$ cat config.mk
export PLATFORM = sky130hd
export DESIGN_NAME = systolic_matmul_nxn_flat
export DESIGN_NICKNAME = d
export VERILOG_FILES = /design/src/rtl/sysmm_pkg.sv /design/src/rtl/systolic_matmul_nxn_if.sv /design/src/rtl/sysmm_pe.sv /design/src/rtl/systolic_matmul_nxn.sv /design/src/flat_wrapper.sv
export SDC_FILE = /design/constraint.sdc
export NUM_CORES = 1
export LEC_CHECK = 0
export ABC_CLOCK_PERIOD_IN_PS = 11000
export CAP_MARGIN = 40
export CORE_UTILIZATION = 55
export CTS_BUF_LIST = sky130_fd_sc_hd__clkbuf_4 sky130_fd_sc_hd__clkbuf_8
export DETAILED_ROUTE_END_ITERATION = 7
export PLACE_DENSITY = 0.73
export SYNTH_ARGS = -nofsm -noshare
export SYNTH_HDL_FRONTEND = slang
export SYNTH_SLANG_ARGS = --single-unit
$ cat constraint.sdc
create_clock -name clk -period 11 [get_ports clk]
set_clock_uncertainty 0.1 [all_clocks]
set_input_delay 2.2 -clock clk [delete_from_list [all_inputs] [get_ports clk]]
set_output_delay 2.2 -clock clk [all_outputs]
set_load 0.01 [all_outputs]
$ cat src/rtl/sysmm_pkg.sv
// sysmm_pkg: shared FSM state type and default accumulator-width helper.
package sysmm_pkg;

    typedef enum logic [1:0] {LOAD_A, LOAD_B, COMPUTE, DRAIN} state_t;

    function automatic int acc_w(input int n, input int dw);
        return 2 * dw + $clog2(n);
    endfunction

endpackage

$ cat src/rtl/systolic_matmul_nxn_if.sv
// systolic_matmul_nxn_if: operand/result streaming handshakes plus status.
interface systolic_matmul_nxn_if #(
    parameter int DW   = 4,
    parameter int ACCW = sysmm_pkg::acc_w(2, DW)
);
    logic            in_valid;
    logic            in_ready;
    logic [DW-1:0]   in_data;
    logic            out_valid;
    logic            out_ready;
    logic [ACCW-1:0] out_data;
    logic            busy;
    logic            done;

    modport master (output in_valid, in_data, out_ready,
                    input  in_ready, out_valid, out_data, busy, done);
    modport slave  (input  in_valid, in_data, out_ready,
                    output in_ready, out_valid, out_data, busy, done);
endinterface

$ cat src/rtl/sysmm_pe.sv
// sysmm_pe: one multiply-accumulate cell; SYSMM_SIGNED_EN selects two's-complement operands.
module sysmm_pe #(
    parameter int DW   = 4,
    parameter int ACCW = 9
) (
    input  logic            clk,
    input  logic            rst_n,
    input  logic            en,
    input  logic            clr_acc,
    input  logic [DW-1:0]   a_in,
    input  logic [DW-1:0]   b_in,
    output logic [DW-1:0]   a_out,
    output logic [DW-1:0]   b_out,
    output logic [ACCW-1:0] acc
);
    logic [2*DW-1:0] w_p;
    logic [ACCW-1:0] w_ext;

`ifdef SYSMM_SIGNED_EN
    assign w_p   = $signed(a_in) * $signed(b_in);
    assign w_ext = {{(ACCW-2*DW){w_p[2*DW-1]}}, w_p};
`else
    assign w_p   = a_in * b_in;
    assign w_ext = {{(ACCW-2*DW){1'b0}}, w_p};
`endif

    // Accumulate and forward operands while computing; wipe between products.
    always_ff @(posedge clk or negedge rst_n) begin
        if (!rst_n) begin
            a_out <= '0;
            b_out <= '0;
            acc   <= '0;
        end else if (clr_acc) begin
            a_out <= '0;
            b_out <= '0;
            acc   <= '0;
        end else if (en) begin
            a_out <= a_in;
            b_out <= b_in;
            acc   <= acc + w_ext;
        end
    end
endmodule

$ cat src/rtl/systolic_matmul_nxn.sv
// systolic_matmul_nxn: NxN output-stationary systolic C = A x B; SYSMM_SIGNED_EN enables signed operands.
module systolic_matmul_nxn import sysmm_pkg::*; #(
    parameter int N    = 2,
    parameter int DW   = 4,
    parameter int ACCW = acc_w(N, DW)
) (
    input logic clk,
    input logic rst_n,
    input logic clr,
    systolic_matmul_nxn_if.slave bus
);
    localparam int NN = N * N;
    localparam int CW = $clog2(NN);

    state_t          r_state, w_next;
    logic [CW-1:0]   r_cnt;
    logic            r_live;
    logic [DW-1:0]   r_a [NN];
    logic [DW-1:0]   r_b [NN];
    logic [DW-1:0]   w_al [N];
    logic [DW-1:0]   w_bt [N];
    logic [DW-1:0]   w_ah [N][N];
    logic [DW-1:0]   w_bv [N][N];
    logic [ACCW-1:0] w_acc [NN];
    logic            w_last, w_cmp_end, w_in_xfer, w_out_xfer, w_unused;

    assign w_last     = r_cnt == CW'(NN - 1);
    assign w_cmp_end  = r_cnt == CW'(3 * N - 3);
    assign w_in_xfer  = bus.in_valid && bus.in_ready && !clr;
    assign w_out_xfer = bus.out_valid && bus.out_ready;

    // Next state and handshake/status outputs.
    always_comb begin
        w_next        = r_state;
        bus.in_ready  = r_live && (r_state == LOAD_A || r_state == LOAD_B);
        bus.out_valid = r_state == DRAIN;
        bus.busy      = r_state == COMPUTE || r_state == DRAIN;
        bus.done      = r_state == DRAIN && w_out_xfer && w_last && !clr;
        bus.out_data  = r_state == DRAIN ? w_acc[r_cnt] : '0;
        if (clr) w_next = LOAD_A;
        else case (r_state)
            LOAD_A:  w_next = (w_in_xfer && w_last) ? LOAD_B : LOAD_A;
            LOAD_B:  w_next = (w_in_xfer && w_last) ? COMPUTE : LOAD_B;
            COMPUTE: w_next = w_cmp_end ? DRAIN : COMPUTE;
            default: w_next = (w_out_xfer && w_last) ? LOAD_A : DRAIN;
        endcase
    end

    // State, shared element/cycle counter and operand storage.
    always_ff @(posedge clk or negedge rst_n) begin
        if (!rst_n) begin
            r_state <= LOAD_A;
            r_cnt   <= '0;
            r_live  <= 1'b0;
            for (int k = 0; k < NN; k++) begin
                r_a[k] <= '0;
                r_b[k] <= '0;
            end
        end else begin
            r_live  <= 1'b1;
            r_state <= w_next;
            r_cnt   <= (clr || w_next != r_state) ? '0 :
                       (w_in_xfer || w_out_xfer || r_state == COMPUTE) ? r_cnt + 1'b1 : r_cnt;
            if (w_in_xfer && r_state == LOAD_A) r_a[r_cnt] <= bus.in_data;
            if (w_in_xfer && r_state == LOAD_B) r_b[r_cnt] <= bus.in_data;
        end
    end

    // Skewed edge feed: row i of A and column i of B start i cycles late, zero outside their window.
    always_comb begin
        for (int i = 0; i < N; i++) begin
            w_al[i] = '0;
            w_bt[i] = '0;
            if (r_state == COMPUTE && int'(r_cnt) >= i && int'(r_cnt) - i < N) begin
                w_al[i] = r_a[CW'(i * N + int'(r_cnt) - i)];
                w_bt[i] = r_b[CW'((int'(r_cnt) - i) * N + i)];
            end
        end
    end

    // Operands leaving the right and bottom edges have no consumer.
    always_comb begin
        w_unused = 1'b0;
        for (int i = 0; i < N; i++) w_unused = w_unused ^ (^w_ah[i][N-1]) ^ (^w_bv[N-1][i]);
    end

    for (genvar i = 0; i < N; i++) begin : g_row
        for (genvar j = 0; j < N; j++) begin : g_col
            sysmm_pe #(.DW(DW), .ACCW(ACCW)) u_pe (
                .clk     (clk),
                .rst_n   (rst_n),
                .en      (r_state == COMPUTE),
                .clr_acc (r_state == LOAD_A),
                .a_in    (j == 0 ? w_al[i] : w_ah[i][j == 0 ? 0 : j-1]),
                .b_in    (i == 0 ? w_bt[j] : w_bv[i == 0 ? 0 : i-1][j]),
                .a_out   (w_ah[i][j]),
                .b_out   (w_bv[i][j]),
                .acc     (w_acc[i*N+j])
            );
        end
    end
endmodule

$ cat src/flat_wrapper.sv
// flat-port wrapper written by rule: the top's interface ports become plain ports
module systolic_matmul_nxn_flat import sysmm_pkg::*;
#(
    parameter int N    = 2,
    parameter int DW   = 4,
    parameter int ACCW = acc_w(N, DW)
)
  (clk, rst_n, clr, bus_in_valid, bus_in_data, bus_out_ready, bus_in_ready, bus_out_valid, bus_out_data, bus_busy, bus_done);
  systolic_matmul_nxn_if #(.DW(DW), .ACCW(ACCW)) bus_i ();
  input logic clk;
  input logic rst_n;
  input logic clr;
  input wire logic [$bits(bus_i.in_valid)-1:0] bus_in_valid;
  input wire logic [$bits(bus_i.in_data)-1:0] bus_in_data;
  input wire logic [$bits(bus_i.out_ready)-1:0] bus_out_ready;
  output wire logic [$bits(bus_i.in_ready)-1:0] bus_in_ready;
  output wire logic [$bits(bus_i.out_valid)-1:0] bus_out_valid;
  output wire logic [$bits(bus_i.out_data)-1:0] bus_out_data;
  output wire logic [$bits(bus_i.busy)-1:0] bus_busy;
  output wire logic [$bits(bus_i.done)-1:0] bus_done;
  assign bus_i.in_valid = bus_in_valid;
  assign bus_i.in_data = bus_in_data;
  assign bus_i.out_ready = bus_out_ready;
  assign bus_in_ready = bus_i.in_ready;
  assign bus_out_valid = bus_i.out_valid;
  assign bus_out_data = bus_i.out_data;
  assign bus_busy = bus_i.busy;
  assign bus_done = bus_i.done;
  systolic_matmul_nxn #(.N(N), .DW(DW), .ACCW(ACCW)) u_core (.clk(clk), .rst_n(rst_n), .clr(clr), .bus(bus_i));
endmodule
=== Yosys cells after proc, flatten, opt, wreduce, memory -nomap -nowiden ===
Index checks and enable logic that the tools add are counted.

* Register bits: 89
* Input bits: 9
* Word-level logic and storage cells: 123

* Mux-type cells: 48
* Bitwise gates (word level): 5
* Reductions and logical operators: 24
* $mul: 4
* $add $sub $neg: 9
* Eq/ne operators: 5
* Magnitude comparators: 9

{| class="wikitable"
|+ Operator list
! cell !! count
|-
| two-way mux 9 bit || 11
|-
| two-way mux 4 bit || 21
|-
| adder 9 x 8 -> 9 bit || 4
|-
| binary-select mux 4 bit (select 2 bit) || 4
|-
| bitwise mux 16 bit || 2
|-
| multiplier 4 x 4 -> 8 bit || 4
|-
| binary-select mux 9 bit (select 2 bit) || 1
|-
| logical AND 1 bit || 15
|-
| greater-or-equal comparator 2 x 3 -> 1 bit, second input constant || 4
|-
| two-way mux 2 bit || 5
|-
| demux 4 bit (select 2 bit) || 1
|-
| inverter 2 bit || 4
|-
| == test 2 bit, second input constant || 3
|-
| case mux 2 bit (3 select lines) || 1
|-
| logical OR 1 bit || 5
|-
| nonzero test 2 bit || 2
|-
| greater-or-equal comparator 3 bit, second input constant || 1
|-
| < comparator 3 x 1 -> 1 bit, second input constant || 1
|-
| < comparator 3 bit, second input constant || 1
|-
| inverter 2 -> 3 bit || 1
|-
| subtractor 2 x 1 -> 3 bit, second input constant || 1
|-
| adder 2 x 1 -> 2 bit, second input constant || 1
|-
| adder 2 bit, first input constant || 1
|-
| adder 2 bit, second input constant || 1
|-
| other kinds (8) || 9
|}

=== Logic depth before layout (Yosys ltp) ===
Gate-level depths: netlist of the first run.

* Depth after elaboration: 12
* Depth in mapped cells: 20
* Mapped depth without buffers: 17

=== Modules after synthesis ===
Synthesis of the first run repeated with hierarchy kept, for this count alone.

* Cells, all modules: 817
* Area total of the unflattened synthesis: 8291.7 um^2

{| class="wikitable"
|+ By module, submodules not included
! module !! seq. area each (um^2) !! area each (um^2) !! instances !! cells each
|-
| sysmm_pe at u_core.g_row[0].g_col[0].u_pe ... || 425.4 || 1501.4 || 3 || 160
|-
| systolic_matmul_nxn || 925.9 || 2288.4 || 1 || 177
|-
| sysmm_pe at u_core.g_row[0].g_col[1].u_pe || 425.4 || 1498.9 || 1 || 160
|}

=== Least setup slack after synthesis of the first run ===
No wires, ideal clock.

* Path kind: register to register
* Start: register u_core.r_cnt[0]
* End: register u_core.g_row[1].g_col[0].u_pe.acc[7]
* Arrival time: 4733 ps
* Required time: 10778 ps
* Cell stages (with the launch flop): 19
* Period minus slack after synthesis: 4955 ps
* Slack: 6045 ps
* Cell sequence: dfrtp_1 buf_6 buf_4 buf_4 inv_1 ha_1 buf_2 mux4_2 nand3_1 fa_1 fa_1 fa_1 inv_1 ha_1 nor2b_1 o21ai_1 a21oi_1 or3_1 a32o_1

* Word-level cells in the longest chain between the ends: 11
* Elaborated cells on any way between the ends: 16
* Those cells by class: add/sub (4); mul (1); order compare (2); mux (6); bitwise (1); reduce/logical (2)

{| class="wikitable"
|+ RTL lines
! item !! RTL line !! source
|-
| start, declared || systolic_matmul_nxn.sv:16 || <nowiki>logic [CW-1:0] r_cnt;</nowiki>
|-
| start signal, assigned || systolic_matmul_nxn.sv:62 || <nowiki>r_cnt <= (clr || w_next != r_state) ? '0 :</nowiki>
|-
| adder 2 bit || systolic_matmul_nxn.sv:75 || <nowiki>w_al[i] = r_a[CW'(i * N + int'(r_cnt) - i)];</nowiki>
|-
| subtractor 2 bit || systolic_matmul_nxn.sv:75 ||
|-
| inverter 2 bit (implied by the code) || systolic_matmul_nxn.sv:75 ||
|-
| binary-select mux 4 bit (select 2 bit) || systolic_matmul_nxn.sv:75 ||
|-
| two-way mux 4 bit (implied by the code) (2 in series) || systolic_matmul_nxn.sv:75 ||
|-
| two-way mux 4 bit * || systolic_matmul_nxn.sv:74 || <nowiki>if (r_state == COMPUTE && int'(r_cnt) >= i && int'(r_cnt) - i < N) begin</nowiki>
|-
| multiplier 4 x 4 -> 8 bit * || sysmm_pe.sv:23 || <nowiki>assign w_p = a_in * b_in;</nowiki>
|-
| adder 9 x 8 -> 9 bit * || sysmm_pe.sv:40 || <nowiki>acc <= acc + w_ext;</nowiki>
|-
| two-way mux 9 bit * || sysmm_pe.sv:37 || <nowiki>end else if (en) begin</nowiki>
|-
| two-way mux 9 bit * || sysmm_pe.sv:33 || <nowiki>end else if (clr_acc) begin</nowiki>
|-
| end signal, assigned || sysmm_pe.sv:40 ||
|-
| end, declared || sysmm_pe.sv:14 || <nowiki>output logic [ACCW-1:0] acc</nowiki>
|}

Every way passes the cells marked *; elsewhere a longest branch is shown, timed or not. The select of a mux whose other input is x is not followed.
A chain may end at the register's enable or synchronous reset.

=== Final worst setup path of the first run ===
* Start: input port clr
* End: output port bus_done

* Word-level cells in the longest chain between the ends: 2

{| class="wikitable"
|+ RTL lines
! item !! RTL line !! source
|-
| start, declared || flat_wrapper.sv:12 || <nowiki>input logic clr;</nowiki>
|-
| zero test 1 bit || systolic_matmul_nxn.sv:38 || <nowiki>bus.done = r_state == DRAIN && w_out_xfer && w_last && !clr;</nowiki>
|-
| logical AND 1 bit || systolic_matmul_nxn.sv:38 ||
|-
| end, declared || flat_wrapper.sv:20 || <nowiki>output wire logic [$bits(bus_i.done)-1:0] bus_done;</nowiki>
|}

Every way passes these cells.

==> results.cfg, run 1 <==
[status]
status = completed

[cts]
htreeDepth = 3
cts_tree = built
cts_resized = 0
clkLatencyLatePin_ps = 370
cts_buffers = 9
ctsHoldBuffers = 0
cts-root-buf = clkbuf_8
clock_path_buffers = 2
clock-sinks = 89
post_cts_buffers = 0
path_clk_slew_ps = 90

[global_route]
grt_usage_pct = 26.6
grt_pass1_vias = 5535
grt_overflow_total = 0
grt_max_degree = 71
grt_pass1_wl_um = 27300
antenna_found_initial = 0

[sta]
post-route-period-util_pct = 54.7
period_needed_ps = 6020
hold_violations = 0
rsz0062_at_grt = no
drv_slew = 0
setup_ws_ps = 4980
finalSetupTns_ps = 0
setup_viol = 0
slew_headroom_pct = 49.0
tightest_slew_ps = 765
max_freq_mhz = 166

[yosys]
synthMuxAreaShare_pct = 10.5
synth.avg_cell_area_um2 = 9.80
syn-cell-area_mm2 = 0.00726
ys_seq_elements = 89
synth_top_area_share_pct = 30.7
syn_inst = 741
synth-simple-area-share_pct = 14.6
synth_top_area_cell = dfrtp_1
synth_ff_type = dfrtp_1
syn_nets = 858
yosys_warnings = 0
yosys.area_share.adder_pct = 22.3
synth_edf_count = 0
synth_commonest_cells = inv_1, dfrtp_1, ha_1
ys_seq_area_share_pct = 30.7
synth_compound_area_share_pct = 12.5
synthTopCellsByArea = dfrtp_1, ha_1, fa_1, inv_1, mux2_2
synthXorXnorAreaFrac_pct = 1.09
synth.distinct_cells = 50
synth.most_common_cell = inv_1
synth_top_family_by_area = adder cells
async_flop_share_pct = 100

[cells_and_area]
regArea_mm2 = 0.00223
syn2layout_area_growth_pct = 6.69
multi_input_area_mm2 = 0.00444
nets = 865
layout-drive-gt1-share_pct = 11.3
diodes = 0
nFillCells = 1138

[setup_path]
r2r_setup_slack_ps = 5540
critPathLaunchType = input pin
critPathCaptureType = output pin
critPathMaxFanout = 7
ff2ff_path_depth = 15
worstSetupPathType = in2out
required_ps = 8700
critPathArrivalTime_ps = 3720

[floorplanning]
rows = 41
initial_utilization_pct = 57.1
die_area_mm2 = 0.0137
die-height_um = 117
die_w_um = 117
core_mm2 = 0.0127
io_pins = 22

[pwr]
power_frac_seq_pct = 56.4
pwr-share-clk_pct = 35.5
p_int_mw = 0.445
power_density_mw_per_mm2 = 79.6
sw_frac_of_total_pct = 27.9
p_switching_mw = 0.172
ir_worst_vdd_mv = 0.0847
combPwrFrac_pct = 8.1
leakage_nw = 3.65

[place]
place.gp.congestion = 0.894
pre_cts_ws_ps = 4990
dp_hpwl_um = 12700
port_buffers = 21

[route]
antenna_left = 0
wl_per_cell_um = 17.9
drcViolationCount = 0
finalWirelength_um = 16500
via_per_inst = 5.92
dr.first_iter.drc_count = 352
drt_pass1_iterations = 4
routed-via-count = 5477

[run]
maxCapViolCount = 0

[min_path]
hold_depth = 1
hp-class = reg2reg
==> sequential cells by signal (all words and copies together) (netlist names) <==
name / cells
u_core.g_row.g_col.u_pe.acc: 36
u_core.r_state: 2
u_core.r_cnt: 2
u_core.r_a: 16
u_core.g_row.g_col.u_pe.b_out: 8
u_core.g_row.g_col.u_pe.a_out: 8
u_core.r_live: 1
u_core.r_b: 16
==> per-layer routing <==
layer	vias to the layer above	wire length (µm)	global-route usage [%]	part of all wire (%)
li1	2558	-	-	-
met1	2735	6830	32.2	41
met2	145	8470	47.9	51
met3	39	770	4.53	4.7
met4	0	444	9.54	2.7
met5	-	0	0	0
==> power by group through the flow <==
| stage | Combinational [mW] | Clock, mW | Sequential, mW |
|---|---|---|---|
| floorplan | 0.0322 | 0 | 0.349 |
| global placement | 0.0446 | 0 | 0.357 |
| detailed placement | 0.0496 | 0 | 0.354 |
| CTS | 0.0499 | 0.223 | 0.348 |
| global route | 0.0544 | 0.236 | 0.349 |
| finish | 0.0499 | 0.219 | 0.348 |
==> worst paths after layout <==
check / startpoint / to
setup / recovery: clr / bus_done
hold / removal: u_core.r_a[5] / u_core.r_a[5]
setup reg to reg: u_core.r_cnt[1] / u_core.g_row[0].g_col[1].u_pe.acc[7]
hold reg to reg: u_core.r_a[5] / u_core.r_a[5]
max in group asynchronous: rst_n / u_core.r_state[0]
min in group asynchronous: rst_n / u_core.r_state[1]
==> cells in the final DEF (no fill, tap or decap), types with 4 or more instances in the layout <==
master             n
inv_1            114
dfrtp_1           87
ha_1              72
nand2_1           51
nor2_1            39
o21ai_0           39
fa_1              36
mux2_2            33
nor2b_1           29
clkdlybuf4s50_1   20
and2_1            16
and3_1            16
o31ai_1           16
a21oi_1           15
a32oi_1           14
mux4_2            13
nand3_1           13
a22o_1            12
mux2i_1           10
nand2b_1           9
xnor2_1            9
clkbuf_8           9
nor3_1             8
a32o_1             7
buf_4              5
or2_2              4
a211oi_1           4
o41ai_1            4
a22oi_1            4
o211ai_1           4
or3_1              4
nand4b_1           4
o311ai_0           4
inv_6              4
==> cell families after synthesis <==
kind of cell | count (synthesis)
adder cells (fa/ha/maj) | 108
AND/OR/NAND/NOR | 203
multiplexers | 56
AO/OA/AOI/OAI | 131
XOR/XNOR | 9
flip-flops | 89
other | 1
buffers and inverters | 144
==> critical path, stage by stage <==
cell             delay [ps]
clkdlybuf4s50_1         520
and2b_1                 300
and3_1                  170
clkdlybuf4s50_1         530
==> stage by stage <==
| stage | std cells | hold slack (ps) | util [%] | total power, mW | instance area [µm²] |
|---|---|---|---|---|---|
| 6_report | 925 | 417 | 60.9 | 0.617 | 7750 |
| 5_1_grt | 925 | 441 | 60.9 | 0.640 | 7750 |
| 4_1_cts | 925 | 417 | 60.9 | 0.621 | 7750 |
| 3_5_place_dp | 909 | 396 | 59.5 | 0.404 | 7570 |
| 3_3_place_gp | 908 | 387 | 59.3 | 0.401 | 7550 |
| 2_1_floorplan | 741 | 366 | - | 0.381 | 7260 |
==> layout make-up <==
type                            count  area share, %
Inverter                          114           5.52
Clock buffer                       10           1.70
Timing Repair Buffer               26           3.33
Multi-Input combinational cell    508           57.3
Clock inverter                      6          0.630
Tap cell                          172           2.78
Sequential cell                    89           28.8
No activity file was read; power rests on OpenSTA's default activity.
==> run 2, diff against run 1 <==
- ABC_CLOCK_PERIOD_IN_PS: 11000 -> 6100
- clock period: 11 -> 6.1 ns (I/O delays scaled with it)
==> run 2 against run 1 <==
Effect of this change:
- core utilization shrank 0.089 points
- first-iteration DRC count fell by 16%
- register-to-register slack got worse by 4600 ps
- power increased by 80%
- via count grew 0.20%
- largest cell class unchanged
- largest power group unchanged
==> results.cfg, run 2 (synthesis gave the netlist of run 1 again) <==
[status]
status = completed

[cts]
clkLatencyLatePin_ps = 390
post_cts_buffers = 0
clock_path_buffers = 2
cts_buffers = 9
clock-sinks = 89
htreeDepth = 3
cts-root-buf = clkbuf_8
ctsHoldBuffers = 0
cts_resized = 0
path_clk_slew_ps = 90
cts_tree = built

[route]
wl_per_cell_um = 18.5
finalWirelength_um = 17100
drt_pass1_iterations = 5
dr.first_iter.drc_count = 297
antenna_left = 0
routed-via-count = 5488
drcViolationCount = 0
via_per_inst = 5.93

[floorplanning]
die_area_mm2 = 0.0137
initial_utilization_pct = 57.1
die_w_um = 117
rows = 41
die-height_um = 117
core_mm2 = 0.0127
io_pins = 22

[setup_path]
path_cells = inv_1, ha_1, mux4_2, nand3_1, fa_1, fa_1, fa_1, inv_1, ha_1, nor2b_1, o21ai_1, a21oi_1, or3_1, a32o_1
crit_top_cell = fa_1
r2r_setup_slack_ps = 890
rr_startpoint = u_core.r_cnt[1]
critPathCaptureType = flop
worstSetupPathType = reg2reg
critPathSlowestCell = dfrtp_1
critPathMaxFanout = 14
required_ps = 6290
critPathLaunchType = flop
critPathArrivalTime_ps = 5390
critPathLaunch = u_core.r_cnt[1]
max_stage_delay_ps = 730

[place]
dpl.cell_count = 910
place.gp.congestion = 0.877
port_buffers = 21
dp_hpwl_um = 12900

[cells_and_area]
diodes = 0
syn2layout_area_growth_pct = 6.53
top_regs = u_core.g_row.g_col.u_pe.acc x36, u_core.r_a x16, u_core.r_b x16
fin_cells = 925
largest_reg_flops = 36
nFillCells = 1124
final_cell_mix = inv_1, dfrtp_1, ha_1
nets = 866
final_common_cell = inv_1
layout-drive-gt1-share_pct = 11.3
top_register = u_core.g_row.g_col.u_pe.acc

[global_route]
grt_overflow_total = 0
antenna_found_initial = 0
grt_max_degree = 71
grt_usage_pct = 28.1
grt_pass1_wl_um = 28400
grt_pass1_vias = 5663

[sta]
drv_slew = 0
rsz0062_at_grt = no
tightest_slew_ps = 847
hold_violations = 0
slew_headroom_pct = 43.5
post-route-period-util_pct = 85.3
max_freq_mhz = 192
finalSetupTns_ps = 0
setup_viol = 0
period_needed_ps = 5210

[min_path]
hp-class = reg2reg
hold_start = u_core.r_a[6]

[run]
maxCapViolCount = 0

[pwr]
ir_worst_vdd_mv = 0.146
power_density_mw_per_mm2 = 143
leakage_nw = 3.65
==> run 2: final cells by class <==
class / instances / area, µm² / area share, %
multi-input combinational: 508 / 4440 / 57.4
timing repair buffer: 27 / 253 / 3.27
sequential: 89 / 2230 / 28.8
clock buffer: 9 / 124 / 1.60
clock inverter: 6 / 50.0 / 0.647
tap: 172 / 215 / 2.78
inverter: 114 / 428 / 5.53
==> run 2: through the flow <==
step                      power [mW]  hold slack, ps  setup slack (ps)  area (µm²)  util, %
after floorplan                0.687             366              1150        7260        -
after global placement         0.727             389              1090        7560     59.4
after detailed placement       0.729             393               915        7560     59.4
after CTS                       1.11             415               900        7740     60.8
after global routing            1.15             435               664        7740     60.8
final                           1.11             411               894        7740     60.8
==> run 2: path summary, 6_finish.rpt <==
| path | to | cells after the start |
|---|---|---|
| worst max-delay path | u_core.g_row[1].g_col[0].u_pe.acc[7] | 14 |
| worst min-delay path | u_core.r_a[6] | 1 |
| worst max register to register | u_core.g_row[1].g_col[0].u_pe.acc[7] | 14 |
| worst min register to register | u_core.r_a[6] | 1 |
| max in group asynchronous | u_core.r_cnt[0] | 2 |
| min in group asynchronous | u_core.g_row[0].g_col[0].u_pe.acc[7] | 1 |
==> run 2: metal layers <==
| metal | global-route usage [%] | share of wire (%) | wire length [µm] | vias up |
|---|---|---|---|---|
| met5 | 0 | 0 | 0 | - |
| met2 | 47.4 | 49 | 8400 | 173 |
| met3 | 5.56 | 5.8 | 993 | 36 |
| met4 | 11.3 | 3.0 | 514 | 0 |
| met1 | 35.6 | 42 | 7200 | 2729 |
| li1 | - | - | - | 2550 |
==> run 2: critical path: cells and delay by family, from the launching register on <==
kind,cells,cell delay (ps)
adders and majority gates,5,2300
DFF,1,730
and+or+nand+nor,3,610
muxes,1,590
AOI/OAI and AO/OA,3,530
buffers and inverters,2,240
==> run 2: where the power goes <==
group          internal, mW  switching [mW]  leakage, nW
sequential            0.605          0.0264         1.22
combinational        0.0375          0.0491         2.33
clock                 0.152           0.237       0.0884
==> RTL edit, RTL diff (settings of run 1) <==
Build with the macro `SYSMM_SIGNED_EN` defined.
--- a/src/rtl/sysmm_pe.sv
+++ b/src/rtl/sysmm_pe.sv
@@ -1,4 +1,6 @@
 // sysmm_pe: one multiply-accumulate cell; SYSMM_SIGNED_EN selects two's-complement operands.
+`define SYSMM_SIGNED_EN
+
 module sysmm_pe #(
     parameter int DW   = 4,
     parameter int ACCW = 9
Function: same outputs for any inputs over 10 cycles, from zero or initial values and one cycle with rst_n low; that may be too few to reach the edited logic, so the function may still have changed.
==> RTL edit against run 1 <==
  * Via count is 4.5% lower
  * Design area increased by 3.4%
  * Worst setup slack worse by 0.67 ns
  * Sequential cell count did not move
  * Register-to-register slack got worse by 1.2 ns
  * Synthesized area increased by 1.8%
  * Wire length is 1.9% lower
  * Synthesized cell count decreased by 4.9%
  * Total power is 4.0% higher
  * Global-route usage is 1.5 points lower
  * Non-clock buffer count did not move
  * Die area up 1.7%
==> RTL edit: results (changes against run 1) <==
| Metric | Value |
|---|---|
| Top post-synthesis cells by area | dfrtp_1, ha_1, fa_1, mux2_2, mux4_2 |
| Synth Area in Compound Gates | 0.1155 (-0.009630) |
| Gpl congestion | 0.8520 (-4.7%) |
| Worst-Margin Slew | 0.8079 ns (+0.04311 ns) |
| Post-synthesis mux area share | 0.1090 (+0.003751) |
| Post-Syn Nets | 839 (-2.2%) |
| Post-synth ARST share | 1.000 (unchanged) |
| Filler cell count | 1062 (-6.7%) |
| Max VDD drop | 0.1020 mV (+20%) |
| Vias/cell | 5.833 (-1.5%) |
| Met1 Usage GRT | 0.3216 (-0.0004919) |
| Clk slew on worst S/H paths | 0.09 ns (about the same) |
| DP HPWL | 12.66 mm (-0.44%) |
| Worst r2r path cells | 19 (+4) |
| Initial antenna violation count | 0 (unchanged) |
| Slowest stage delay, CP | 0.79 ns (+0.26 ns) |
| Hold Path Stages | 1 (unchanged) |
| Adder-Cell Fraction of Synth Area | 0.2533 (+0.02996) |
| CTS Root Cell | clkbuf_8 |
| IO Port Bufs | 21 (unchanged) |
| Placed insts | 881 (-3.1%) |
| Vias in the first global route | 5614 (+1.4%) |
| Top flop regs | u_core.g_row.g_col.u_pe.acc (36), u_core.r_a (16), u_core.r_b (16) |
| Synth cell count leaders | dfrtp_1, ha_1, nand2_1 |
| CP max stage cell | dfrtp_1 |
| Post-Synth XOR/XNOR Area | 0.05874 (+0.04789) |
| Hold Path Origin | u_core.r_a[6] |
| Finished Layout Cells | 897 (-3.0%) |
| Synth cell types | 46 (-8.0%) |
| Iter 0 DRT Violations | 311 (-12%) |
| Remaining Overflow, GRT | 0 (unchanged) |
| Nets | 854 (-1.3%) |
| R2R Setup Slk | 4.31 ns (-1.23 ns) |
| Result of the run | completed |
| Ys flop type | dfrtp_1 |
| Worst min-delay path class | register to register |
| Syn Inst Count | 705 (-4.9%) |
| Layout cells sized above 1 | 0.1062 (-0.006675) |
| FF-to-FF End | u_core.g_row[1].g_col[0].u_pe.acc[8] |
| Total Routed Length | 16.20 mm (-1.9%) |
| Met2 Use GR | 0.4309 (-0.04801) |
| P_leak | 0.004257 uW (+17%) |
| WP data arrival | 6.82 ns (+3.10 ns) |
| Hold endpoint | u_core.r_a[6] |
| Final core utilization | 0.6221 (+0.01313) |
| CTS max path bufs | 2 (unchanged) |
| Ant. Diodes | 0 (unchanged) |
| Global Route Usage Sum | 0.2510 (-0.01536) |
| CTS buffer count | 9 (unchanged) |
| Met3 Usage GRT | 0.03828 (-0.007039) |
| Dpl cell area | 7784 um2 (+2.9%) |
| Number of flops mapped to enable cells by yosys | 0 (unchanged) |
| Largest net degree at the start of global routing | 48 (-32%) |
| First-pass GRT wire length | 27.41 mm (+0.51%) |
| Seq/Total Area, Yosys | 0.3013 (-0.005348) |
| CP Max Fanout | 16 (+9) |
| DR pass1 iterations | 5 (+1) |
-- RTL edit: changes by cell type after synthesis, sizes merged, moves of 15 or more --
cell / run 1 / this run
a21oi: 15 / 35
o21ai: 43 / 25
xor2: 0 / 24
nor2: 42 / 24
a21o: 2 / 30
inv: 114 / 58
buf: 22 / 7
-- RTL edit: cell families (layout without fill, tap and decap cells) --
logic type,after synthesis,after routing
multiplexers,59,59
AND/OR/NAND/NOR,176,176
buffers and inverters,80,100
AO/OA/AOI/OAI,128,128
other,1,1
XOR/XNOR,47,47
flip-flops,89,89
adder cells (fa/ha/maj),125,125
-- RTL edit: routing by layer --
metal	wire, um	up-vias
met1	7081	2607
met5	0	-
met4	369	0
met2	8101	135
met3	645	28
li1	-	2462
-- RTL edit: layout make-up --
type                            count  share of cell area
Clock inverter                      6             0.01109
Timing Repair Buffer               26             0.03311
Multi-Input combinational cell    536              0.6064
Tap cell                          172             0.02687
Clock buffer                       10             0.01718
Inverter                           58             0.02718
Sequential cell                    89              0.2782
-- RTL edit: how the worst max path moves through the flow --
stage / startpoint / endpoint / slack [ns] / cells past startpoint
after floorplan: u_core.r_cnt[0] / u_core.g_row[0].g_col[1].u_pe.acc[8] / 4.49 / 22
after global placement: u_core.r_state[0] / u_core.g_row[0].g_col[0].u_pe.acc[8] / 4.43 / 18
after detailed placement: u_core.r_state[0] / u_core.g_row[0].g_col[0].u_pe.acc[8] / 4.35 / 20
after CTS: u_core.r_state[0] / u_core.g_row[0].g_col[0].u_pe.acc[8] / 4.33 / 20
after global routing: u_core.r_state[0] / u_core.g_row[0].g_col[0].u_pe.acc[8] / 3.93 / 20
final: u_core.r_cnt[1] / u_core.g_row[1].g_col[0].u_pe.acc[8] / 4.31 / 19
-- RTL edit: critical path, delay by kind of cell, from the launching register on --
family	cells	cell delay [ns]
compound gates	4	0.54
buf+inv	2	0.32
fa+ha+maj	7	3.05
xor+xnor	1	0.26
simple gates	4	0.94
mux	1	0.54
flops	1	0.79
-- RTL edit: power by group --
part	internal, uW	switching, uW	leakage (uW)
Sequential	335	8.04	0.00123
Clock	135	121	0.000109
Combinational	20.4	22.1	0.00292
-- RTL edit: through the flow --
stage	setup slack, ns	hold slack [ns]
after global placement	4.432	0.3875
after detailed placement	4.352	0.3907
after global routing	3.931	0.4285
after floorplan	4.492	0.3692
after CTS	4.328	0.4125
final	4.314	0.4106
